<file path="src/rtl/grid_tile_scanner.sv">
// grid_tile_scanner: takes one grid cell request and streams every pixel
// coordinate inside that tile in raster order (x inner, y outer).
//
// Ports
//   clk_in, rst_n_in        clock, asynchronous active-low reset
//   req_valid/req_ready     tile request handshake (ready only while idle)
//   req_x_grid, req_y_grid  requested grid column / row
//   pix_valid/pix_ready     pixel stream handshake with backpressure
//   pix_x, pix_y            pixel coordinate of the current beat
//   pix_first, pix_last     first / last beat of the tile
//   busy                    scan in progress
//   err_pulse               one-cycle pulse when an out-of-range cell is rejected
module grid_tile_scanner #(
  parameter int unsigned TILE      = 32,
  parameter int unsigned X_OFFSET  = 16,
  parameter int unsigned Y_OFFSET  = 16,
  parameter int unsigned GRID_COLS = 12,
  parameter int unsigned GRID_ROWS = 8
) (
  input  logic       clk_in,
  input  logic       rst_n_in,
  input  logic       req_valid,
  output logic       req_ready,
  input  logic [3:0] req_x_grid,
  input  logic [3:0] req_y_grid,
  output logic       pix_valid,
  input  logic       pix_ready,
  output logic [8:0] pix_x,
  output logic [8:0] pix_y,
  output logic       pix_first,
  output logic       pix_last,
  output logic       busy,
  output logic       err_pulse
);

  localparam int unsigned CW   = (TILE > 1) ? $clog2(TILE) : 1;
  localparam logic [CW-1:0] CMAX = CW'(TILE - 1);
  localparam logic [4:0] COLS  = 5'(GRID_COLS);
  localparam logic [4:0] ROWS  = 5'(GRID_ROWS);

  // Reject parameter sets whose tiles would leave the 9-bit pixel space.
  if ((X_OFFSET + GRID_COLS * TILE > 512) || (Y_OFFSET + GRID_ROWS * TILE > 512) ||
      (TILE < 2) || (GRID_COLS < 1) || (GRID_COLS > 16) ||
      (GRID_ROWS < 1) || (GRID_ROWS > 16)) begin : g_param_check
    $error("grid_tile_scanner: illegal parameter combination");
  end

  typedef enum logic {IDLE, SCAN} state_t;

  state_t        state;
  logic [CW-1:0] cx;
  logic [CW-1:0] cy;
  logic [8:0]    x0;
  logic [8:0]    y0;

  // Next raster position and its derived flags.
  logic [CW-1:0] cx_nxt;
  logic [CW-1:0] cy_nxt;
  logic          last_nxt;
  logic          range_ok;
  logic [8:0]    base_x;
  logic [8:0]    base_y;

  always_comb begin
    cx_nxt = cx;
    cy_nxt = cy;
    if (cx == CMAX) begin
      cx_nxt = '0;
      cy_nxt = cy + CW'(1);
    end else begin
      cx_nxt = cx + CW'(1);
    end
    last_nxt = (cx_nxt == CMAX) && (cy_nxt == CMAX);
    range_ok = ({1'b0, req_x_grid} < COLS) && ({1'b0, req_y_grid} < ROWS);
    base_x   = 9'(X_OFFSET + 32'(req_x_grid) * TILE);
    base_y   = 9'(Y_OFFSET + 32'(req_y_grid) * TILE);
  end

  // Control FSM with all outputs registered.
  always_ff @(posedge clk_in or negedge rst_n_in) begin
    if (!rst_n_in) begin
      state     <= IDLE;
      cx        <= '0;
      cy        <= '0;
      x0        <= '0;
      y0        <= '0;
      req_ready <= 1'b0;
      pix_valid <= 1'b0;
      pix_x     <= '0;
      pix_y     <= '0;
      pix_first <= 1'b0;
      pix_last  <= 1'b0;
      busy      <= 1'b0;
      err_pulse <= 1'b0;
    end else begin
      err_pulse <= 1'b0;
      case (state)
        IDLE: begin
          req_ready <= 1'b1;
          pix_valid <= 1'b0;
          pix_first <= 1'b0;
          pix_last  <= 1'b0;
          busy      <= 1'b0;
          if (req_valid && req_ready) begin
            if (!range_ok) begin
              err_pulse <= 1'b1;
            end else begin
              state     <= SCAN;
              req_ready <= 1'b0;
              busy      <= 1'b1;
              x0        <= base_x;
              y0        <= base_y;
              cx        <= '0;
              cy        <= '0;
              pix_valid <= 1'b1;
              pix_x     <= base_x;
              pix_y     <= base_y;
              pix_first <= 1'b1;
              pix_last  <= 1'b0;
            end
          end
        end
        SCAN: begin
          req_ready <= 1'b0;
          busy      <= 1'b1;
          // Beat only moves on acceptance; otherwise everything holds.
          if (pix_valid && pix_ready) begin
            if (pix_last) begin
              state     <= IDLE;
              pix_valid <= 1'b0;
              pix_first <= 1'b0;
              pix_last  <= 1'b0;
              busy      <= 1'b0;
              req_ready <= 1'b1;
            end else begin
              cx        <= cx_nxt;
              cy        <= cy_nxt;
              pix_x     <= x0 + 9'(cx_nxt);
              pix_y     <= y0 + 9'(cy_nxt);
              pix_first <= 1'b0;
              pix_last  <= last_nxt;
            end
          end
        end
        default: begin
          state     <= IDLE;
          pix_valid <= 1'b0;
          busy      <= 1'b0;
        end
      endcase
    end
  end

endmodule

</file>
<file path="config.mk">
export PLATFORM = sky130hd
export DESIGN_NAME = grid_tile_scanner
export DESIGN_NICKNAME = d
export VERILOG_FILES = /design/src/rtl/grid_tile_scanner.sv
export SDC_FILE = /design/constraint.sdc
export NUM_CORES = 1
export LEC_CHECK = 0
export BUFFER_PORTS_ARGS = -buffer_cell sky130_fd_sc_hd__buf_2
export CORE_MARGIN = 8
export CORE_UTILIZATION = 49
export DETAILED_ROUTE_END_ITERATION = 12
export GPL_TIMING_DRIVEN = 0
export PLACE_DENSITY = 0.8
export SETUP_SLACK_MARGIN = 0.5
export SLEW_MARGIN = 0
export SYNTH_ARGS = -nofsm -noshare
export SYNTH_HDL_FRONTEND = slang
export SYNTH_SLANG_ARGS = --single-unit
</file>
<file path="constraint.sdc">
create_clock -name clk_in -period 2.4 [get_ports clk_in]
set_input_delay 0.12 -clock clk_in [delete_from_list [all_inputs] [get_ports clk_in]]
set_output_delay 0.12 -clock clk_in [all_outputs]
set_load 0.05 [all_outputs]
</file>
==> results of run 1 <==
## layout make-up
class,count,area (sq um)
flip-flops and latches,35,877.1
multi-input cells,130,919.6
well taps,46,57.56
repair buffers,54,344.1
plain buffers,15,96.34
clock inverters,1,7.507
clock buffers,7,65.06
fillers,249,1011
inverters,3,11.26
## layer usage
layer	routed length, um	GRT usage (%)	up-vias
li1	-	-	737
met1	1937	17.08	764
met2	2467	27.42	55
met3	238	4.127	10
met4	97	9.020	0
met5	0	0	-
## sequential cells by signal, summed over array words and instances (netlist names)
name	flops
pix_x	9
cx	1
pix_valid	1
req_ready	1
err_pulse	1
y0	4
pix_last	1
state	1
pix_y	9
pix_first	1
x0	5
cy	1
## report_power, final
| group | leakage [nW] | switching (mW) | total, mW | internal (mW) |
|---|---|---|---|---|
| clock | 0.0375 | 0.207 | 0.378 | 0.171 |
| sequential | 0.456 | 0.104 | 0.805 | 0.701 |
| combinational | 0.715 | 0.607 | 0.890 | 0.282 |
| total | 1.21 | 0.918 | 2.07 | 1.15 |
## logic make-up (layout without fill, tap and decap cells)
logic type                 after synthesis  in the layout  synth area share, %
muxes                                    6              6                3.414
xor gates and xnor gates                10             10                4.979
AOI/OAI and AO/OA                       31             31                10.46
DFF                                     35             35                49.79
adders and majority gates                8              8                5.690
and+or+nand+nor                         75             75                19.77
buffers and inverters                   18             80                5.903
## worst max-delay path, stage by stage (launching register included)
cell,delay [ps]
dfrtp_2,450
ha_4,170
and3_4,190
ha_4,160
buf_6,110
nand4_1,120
xor2_2,230
inv_2,70
ha_4,170
ha_4,160
xnor2_2,120
nand2_1,70
o21ai_1,110
o21ai_1,80
## worst min-delay path by stage
stage	startpoint	end	slack, ps	cells after the start
2_1_floorplan	rst_n_in	cx[4]	-180	0
3_3_place_gp	rst_n_in	y0[7]	230	1
3_5_place_dp	rst_n_in	y0[7]	230	1
4_1_cts	req_x_grid[3]	x0[8]	2	3
5_1_grt	req_y_grid[1]	y0[6]	6	3
6_report	req_x_grid[3]	x0[8]	6	3
## repair_timing
action,in CTS,in global routing
buffers inserted,9,4
setup endpoints to repair,10,17
hold buffers,6,0
pin swaps,9,8
gates cloned,0,0
endpoints found under the hold margin,40,0
gates resized for setup,12,12
## placed cells by master, fill, tap and decap left out, types with 2 or more instances in the layout
| cell type | Yosys | layout |
|---|---|---|
| clkbuf_8 | 0 | 2 |
| nand2_1 | 44 | 44 |
| buf_2 | 2 | 37 |
| xnor2_2 | 0 | 2 |
| ha_4 | 0 | 6 |
| nand4_1 | 3 | 3 |
| o21ai_0 | 12 | 7 |
| nand3_1 | 7 | 6 |
| o21ai_1 | 1 | 6 |
| o22ai_1 | 3 | 2 |
| nor2_1 | 6 | 5 |
| and2_1 | 2 | 2 |
| xor2_1 | 3 | 2 |
| clkbuf_4 | 0 | 5 |
| buf_4 | 9 | 18 |
| o31ai_1 | 2 | 2 |
| dfrtp_1 | 35 | 34 |
| nor2b_1 | 3 | 3 |
| nand4b_1 | 2 | 2 |
| ha_1 | 8 | 2 |
| xnor2_1 | 7 | 5 |
| inv_1 | 3 | 2 |
| clkbuf_1 | 4 | 4 |
| mux2i_1 | 6 | 6 |
| a21oi_1 | 7 | 6 |
| dlygate4sd3_1 | 0 | 6 |
| buf_6 | 0 | 4 |
==> results.yml, run 1 <==
routing:
  drt-total-wl_um: 4741
  ant_nets: 0
  wl_per_cell_um: 16.29
  first_pass_iters: 4
  drt-initial-drc-count: 71
  drc: 0
  vias_per_cell: 5.381
  vias: 1566
synth:
  synth_area_leaders: "dfrtp_1 (50%), nand2_1 (9.4%), ha_1 (5.7%), buf_4 (3.8%), xnor2_1 (3.5%)"
  synth_top_flop_cell: "dfrtp_1"
  yosysMostFrequentCell: "nand2_1"
  synth_fp_nets: 203
  ys_seq_area_share_pct: 49.79
  synth_edf_count: 0
  avgSynthCellArea_sq_um: 9.613
  ys_seq_elements: 35
  ys_warn_count: 0
  syn_inst: 183
  async_reset_ff_share_pct: 100.0
  ys_types: 35
  synth_common_cells: "nand2_1 (44), dfrtp_1 (35), o21ai_0 (12), buf_4 (9), ha_1 (8)"
  synth_top_area_share_pct: 49.79
  yosys.area.top_type: "dfrtp_1"
  syn_area_sq_um: 1759
hold_path:
  hold_path.class: "in2reg"
grt:
  grt_first_pass_wirelength_um: 7369
  grt_usage_pct: 15.87
  grt_overflow_total: 0
  grt_pass1_vias: 1516
  grt_max_degree: 36
  antenna_found_initial: 0
sta:
  clock_skew_ps: 4.560
  setup_ws_ps: 81.27
  finalCritPeriodShare_pct: 96.61
  max_slew_margin_pct: 49.08
  rsz0062_at_grt: "true"
  fin_setup_tns_ps: 0
  setup_viol: 0
  min_period_ps: 2319
  worstMarginPinSlew_ps: 763.8
  hold_slack_ps: 5.762
  hold_violations: 0
  max_freq_mhz: 431.3
  timing.final.max_slew_violations: 0
cells_and_area:
  diodes: 0
  final_area_sq_um: 2379
  fin_util_pct: 70.17
  syn2layout_area_growth_pct: 35.21
  final_cells: 291
  nets: 264
  drive_above_1_share_pct: 34.29
worst_setup_path:
  crit_end: "pix_y[6]"
  critPathRequiredTime_ps: 2640
  reg2reg_to: "pix_y[6]"
  path_max_fanout: 3
  cp_data_arrival_time_ps: 2560
  endpoint_kind: "register"
  r2r_setup_slack_ps: 80
  rr_startpoint: "pix_x[0]"
  cp-startpoint: "pix_x[0]"
  ff2ff_path_depth: 13
  worstSetupStartpointType: "register"
  path_class: "reg2reg"
clock_network:
  path_clk_slew_ps: 110
  cts_root_buf: "clkbuf_4"
  cts_max_level: 2
  cts_buffers: 5
  insertion_delay_ps: 350
  cts_buffer_depth: 2
  cts_num_sinks: 35
  cts_tree: "yes"
pwr:
  powerDensity_nw_per_um2: 871.4
  irDropWorstVdd_uv: 632.4
  power_leakage_nw: 1.208
  p_total_mw: 2.073
floorplanning:
  die-area_sq_um: 5764
  die_w_um: 75.92
  pin_count: 36
  rows: 21
  start_util_pct: 51.90
  die_h_um: 75.92
  core_area_sq_um: 3390
placement:
  dp_hpwl_um: 2872
  place_ws_ps: -55.04
  post-place-cells: 264
  post_dp_cell_area_sq_um: 2031
  gp_congestion: 0.8126
  port_buffers: 35
flow_run:
  cap_violations: 0
outcome:
  status: "complete, no violations"
Power figures use the tool's default switching activity.
==> run 2: changes to the inputs <==
--- a/config.mk
+++ b/config.mk
@@ -11,7 +11,6 @@
 export DETAILED_ROUTE_END_ITERATION = 12
 export GPL_TIMING_DRIVEN = 0
 export PLACE_DENSITY = 0.8
-export SETUP_SLACK_MARGIN = 0.5
 export SLEW_MARGIN = 0
 export SYNTH_ARGS = -nofsm -noshare
 export SYNTH_HDL_FRONTEND = slang
==> results.yml, run 2 (synthesis results as in run 1) <==
outcome:
  status: "complete, no violations"
cells_and_area:
  n_fill_cell: 276
  final_area_sq_um: 2226
  top_regs: "pix_x: 9 flops, pix_y: 9 flops, x0: 5 flops"
  drive_above_1_share_pct: 27.43
  final_cells: 284
  fin_util_pct: 65.67
  final_common_cell: "nand2_1"
  syn2layout_area_growth_pct: 26.53
  layout_common_cells: "nand2_1 (44), buf_2 (37), dfrtp_1 (35)"
  nets: 256
floorplanning:
  start_util_pct: 51.90
  die_w_um: 75.92
  pin_count: 36
  rows: 21
  die_h_um: 75.92
  core_area_sq_um: 3390
  die-area_sq_um: 5764
grt:
  grt_overflow_total: 0
  antenna_found_initial: 1
  grt_usage_pct: 14.15
  grt_first_pass_wirelength_um: 6789
  grt_pass1_vias: 1454
  grt_max_degree: 36
hold_path:
  hold-path-cell-count: 3
  min-delay-start: "req_y_grid[3]"
  hold_path.class: "in2reg"
  hold_end: "err_pulse"
sta:
  fin_setup_tns_ps: 0
  max_slew_margin_pct: 49.85
  min_period_ps: 2236
  hold_violations: 0
  hold_slack_ps: 108.4
  timing.final.max_slew_violations: 0
  setup_viol: 0
  setup_ws_ps: 163.8
  clock_skew_ps: 9.905
  finalCritPeriodShare_pct: 93.18
  max_freq_mhz: 447.2
  worstMarginPinSlew_ps: 752.2
  rsz0062_at_grt: "false"
placement:
  post_dp_cell_area_sq_um: 1992
  gp_congestion: 0.7894
  dp_hpwl_um: 2682
  port_buffers: 35
  place_ws_ps: -190.6
  post-place-cells: 264
clock_network:
  cts_root_buf: "clkbuf_4"
  cts_buffers: 5
  cts_max_level: 2
  cts_num_sinks: 35
  cts_tree: "yes"
  cts_buffer_depth: 2
  path_clk_slew_ps: 110
  insertion_delay_ps: 350
worst_setup_path:
  rr_startpoint: "pix_x[0]"
  r2r_setup_slack_ps: 160
  path_class: "reg2reg"
  crit_chain: "ha_2 -> and3_4 -> ha_4 -> nand4_1 -> xor2_1 -> inv_1 -> ha_4 -> ha_4 -> xnor2_2 -> nand2_1 -> o21ai_2 -> o21ai_1"
  worstSetupStartpointType: "register"
  cp_data_arrival_time_ps: 2470
  crit_path_frequent_cell: "ha_4"
  reg2reg_to: "pix_y[6]"
  critPathRequiredTime_ps: 2630
  ff2ff_path_depth: 12
  slowest_delay_ps: 400
  endpoint_kind: "register"
  path_max_fanout: 9
  critical_path.slowest_cell: "dfrtp_1"
routing:
  vias_per_cell: 5.261
  ant_nets: 0
  vias: 1494
  first_pass_iters: 4
  drt-total-wl_um: 4129
  drt-initial-drc-count: 119
  drc: 0
  wl_per_cell_um: 14.54
flow_run:
  cap_violations: 0
pwr:
  powerDensity_nw_per_um2: 902.8
  p_total_mw: 2.010
  irDropWorstVdd_uv: 524.3
  power_leakage_nw: 1.157
## run 2: cell type report
cell class,count,area [sq um],area share [%]
antenna,1,2.502,0.1124
inverter,3,11.26,0.5059
clock inverter,1,7.507,0.3373
clock buffer,7,65.06,2.923
buffer,14,85.08,3.822
sequential,35,875.8,39.35
multi-input combinational,130,835.8,37.55
tap,46,57.56,2.586
timing repair buffer,47,285.3,12.82
## run 2: worst max-delay path by stage
| stage | start | depth (start not counted) | to | slack [ps] |
|---|---|---|---|---|
| finish | pix_x[0] | 12 | pix_y[6] | 160 |
| global route | pix_x[1] | 12 | pix_y[6] | 50 |
| detailed placement | pix_x[0] | 13 | pix_y[6] | -190 |
| floorplan | pix_x[0] | 13 | pix_y[6] | 70 |
| global placement | pix_x[0] | 13 | pix_y[6] | -180 |
| CTS | pix_x[0] | 13 | pix_y[6] | 2 |
## run 2: metal layers
layer  wire [um]  GRT usage [%]
met5           0              0
met4         108          7.451
met3         257          4.481
met2        1941          21.85
met1        1821          17.12
## run 2: repair_timing
| item | in CTS | in global routing |
|---|---|---|
| setup buffers | 2 | 2 |
| hold endpoints to repair | 42 | 0 |
| hold buffers | 8 | 0 |
| pin swaps | 2 | 1 |
| gates resized for setup | 5 | 7 |
| endpoints found under the setup margin | 4 | 4 |
## run 2: critical path, delay by kind of cell, from the launching register on
family,cells,cell delay (ps)
flops,1,400
fa+ha+maj,4,740
buf+inv,1,100
simple gates,3,360
compound gates,2,160
xor+xnor,2,350
## run 2: power breakdown
group          switching (mW)  internal (mW)  total (mW)
Sequential             0.0828          0.699       0.782
Combinational           0.583          0.269       0.852
Clock                   0.204          0.171       0.375
==> run 3: changes to the inputs <==
--- a/config.mk
+++ b/config.mk
@@ -10,7 +10,7 @@
 export CORE_UTILIZATION = 49
 export DETAILED_ROUTE_END_ITERATION = 12
 export GPL_TIMING_DRIVEN = 0
-export PLACE_DENSITY = 0.8
+export PLACE_DENSITY = 0.75
 export SLEW_MARGIN = 0
 export SYNTH_ARGS = -nofsm -noshare
 export SYNTH_HDL_FRONTEND = slang
==> results.yml, run 3 (synthesis results as in run 1) <==
pwr:
  p_clk_share_pct: 21.2
  irDropWorstVdd_uv: 733.0
  seqPwrFrac_pct: 38.4
  pwr-share-comb_pct: 40.5
  power_leakage_nw: 1.159
  powerDensity_nw_per_um2: 934.8
  switching_share_pct: 41.68
  p_sw_mw: 0.8604
  p_int_mw: 1.204
hold_path:
  min-delay-start: "req_x_grid[2]"
  hold-path-cell-count: 3
  hold_path.class: "in2reg"
  hold_end: "x0[7]"
clock_network:
  cts_tree: "yes"
  cts_max_level: 2
  path_clk_slew_ps: 110
  cts_root_buf: "clkbuf_4"
  cts_buffers: 5
  cts_buffer_depth: 2
  cts_num_sinks: 35
  insertion_delay_ps: 330
sta:
  setup_viol: 0
  worstMarginPinSlew_ps: 781.0
  max_slew_margin_pct: 47.93
  timing.final.max_slew_violations: 0
  hold_slack_ps: 7.562
  clock_skew_ps: 12.36
  finalCritPeriodShare_pct: 95.80
  min_period_ps: 2299
  hold_violations: 0
  max_freq_mhz: 434.9
worst_setup_path:
  worstSetupStartpointType: "register"
  ff2ff_path_depth: 13
  r2r_setup_slack_ps: 100
  path_class: "reg2reg"
  endpoint_kind: "register"
  critPathBufInv: 2
  slowest_delay_ps: 440
  critPathRequiredTime_ps: 2620
  cp_data_arrival_time_ps: 2520
  crit_path_frequent_cell: "ha_4"
  rr_startpoint: "pix_x[0]"
  crit_chain: "ha_4 -> and3_4 -> ha_2 -> buf_6 -> nand4_1 -> xor2_1 -> inv_1 -> ha_4 -> ha_4 -> xnor2_1 -> nand2_1 -> o21ai_1 -> o21ai_1"
  path_max_fanout: 4
  critical_path.slowest_cell: "dfrtp_2"
  reg2reg_to: "pix_y[6]"
  critPathTopFamily: "adder cells"
placement:
  post-place-cells: 264
  port_buffers: 35
  dp_hpwl_um: 2796
  post_dp_cell_area_sq_um: 1992
  gp_congestion: 0.7626
routing:
  drt-initial-drc-count: 76
  wl_per_cell_um: 14.00
  vias_per_cell: 5.132
  ant_nets: 0
  vias: 1442
  drt-total-wl_um: 3933
  drc: 0
  first_pass_iters: 4
grt:
  grt_usage_pct: 13.72
  grt.met1_usage_pct: 16.75
  grt_max_degree: 36
  grt_first_pass_wirelength_um: 6672
  globalRouteMet2Util_pct: 21.77
  grt_overflow_total: 0
  antenna_found_initial: 0
  grt_pass1_vias: 1446
  grtUsageMet3_pct: 4.599
  top_usage_layer: "met2"
cells_and_area:
  final_common_cell: "nand2_1"
  final_cells: 281
  syn2layout_area_growth_pct: 25.53
  top_regs: "pix_x: 9 flops, pix_y: 9 flops, x0: 5 flops"
  layout_common_cells: "nand2_1 (44), buf_2 (37), dfrtp_1 (34)"
  nets: 254
  drive_above_1_share_pct: 27.66
  diodes: 0
  final_area_sq_um: 2208
outcome:
  status: "complete, no violations"
floorplanning:
  core_area_sq_um: 3390
  die-area_sq_um: 5764
  die_h_um: 75.92
  rows: 21
  die_w_um: 75.92
  start_util_pct: 51.90
  pin_count: 36
flow_run:
  cap_violations: 0
-- run 3: power by group through the flow --
stage / clock network, mW / registers, mW / logic [mW]
6_report: 0.437 / 0.792 / 0.835
5_1_grt: 0.469 / 0.809 / 0.904
4_1_cts: 0.446 / 0.784 / 0.826
3_5_place_dp: 0 / 0.806 / 0.775
3_3_place_gp: 0 / 0.800 / 0.764
2_1_floorplan: 0 / 1.02 / 0.365
-- run 3: routing by layer --
layer | share of wire [%] | wire length (um)
met4 | 0.99 | 39
met3 | 6.1 | 240
met2 | 49 | 1945
met1 | 43 | 1708
met5 | 0 | 0
-- run 3: tightest hold or removal path, stage by stage --
cell	delay, ps
buf_2	100
nand2_1	50
nand2_1	50
-- run 3: per-stage QoR --
step / setup WS [ps] / TNS [ps] / total power, mW / util, %
floorplan: 68.42 / 0 / 1.384 / -
CTS: 32.89 / 0 / 2.057 / 63.64
detailed placement: -146.0 / -360.5 / 1.580 / 58.77
global route: -9.792 / -9.792 / 2.183 / 65.15
finish: 100.8 / 0 / 2.064 / 65.15
global placement: -134.8 / -285.9 / 1.564 / 58.77
-- run 3: how the worst max path moves through the flow --
stage                  start        to  slack [ps]  cells past startpoint
floorplan           pix_x[0]  pix_y[6]          70                     13
global placement    pix_x[0]  pix_y[6]        -130                     13
detailed placement  pix_x[0]  pix_y[6]        -150                     13
CTS                 pix_x[0]  pix_y[6]          30                     13
global route        pix_x[0]  pix_y[6]         -10                     13
finish              pix_x[0]  pix_y[6]         100                     13
-- run 3: what timing repair did --
item / in CTS / in global routing
buffers inserted: 2 / 2
hold buffers: 5 / 0
pin swaps: 1 / 2
hold endpoints to repair: 39 / 0
gates cloned: 0 / 0
setup endpoints to repair: 3 / 3
resized for setup: 5 / 7
-- run 3: area by class of cell --
cell class | instances | area, sq um
buffer | 15 | 96.34
timing repair buffer | 44 | 255.2
multi-input combinational | 130 | 824.5
clock inverter | 2 | 35.03
fill | 283 | 1181
clock buffer | 6 | 51.30
sequential | 35 | 877.1
inverter | 3 | 11.26
tap | 46 | 57.56
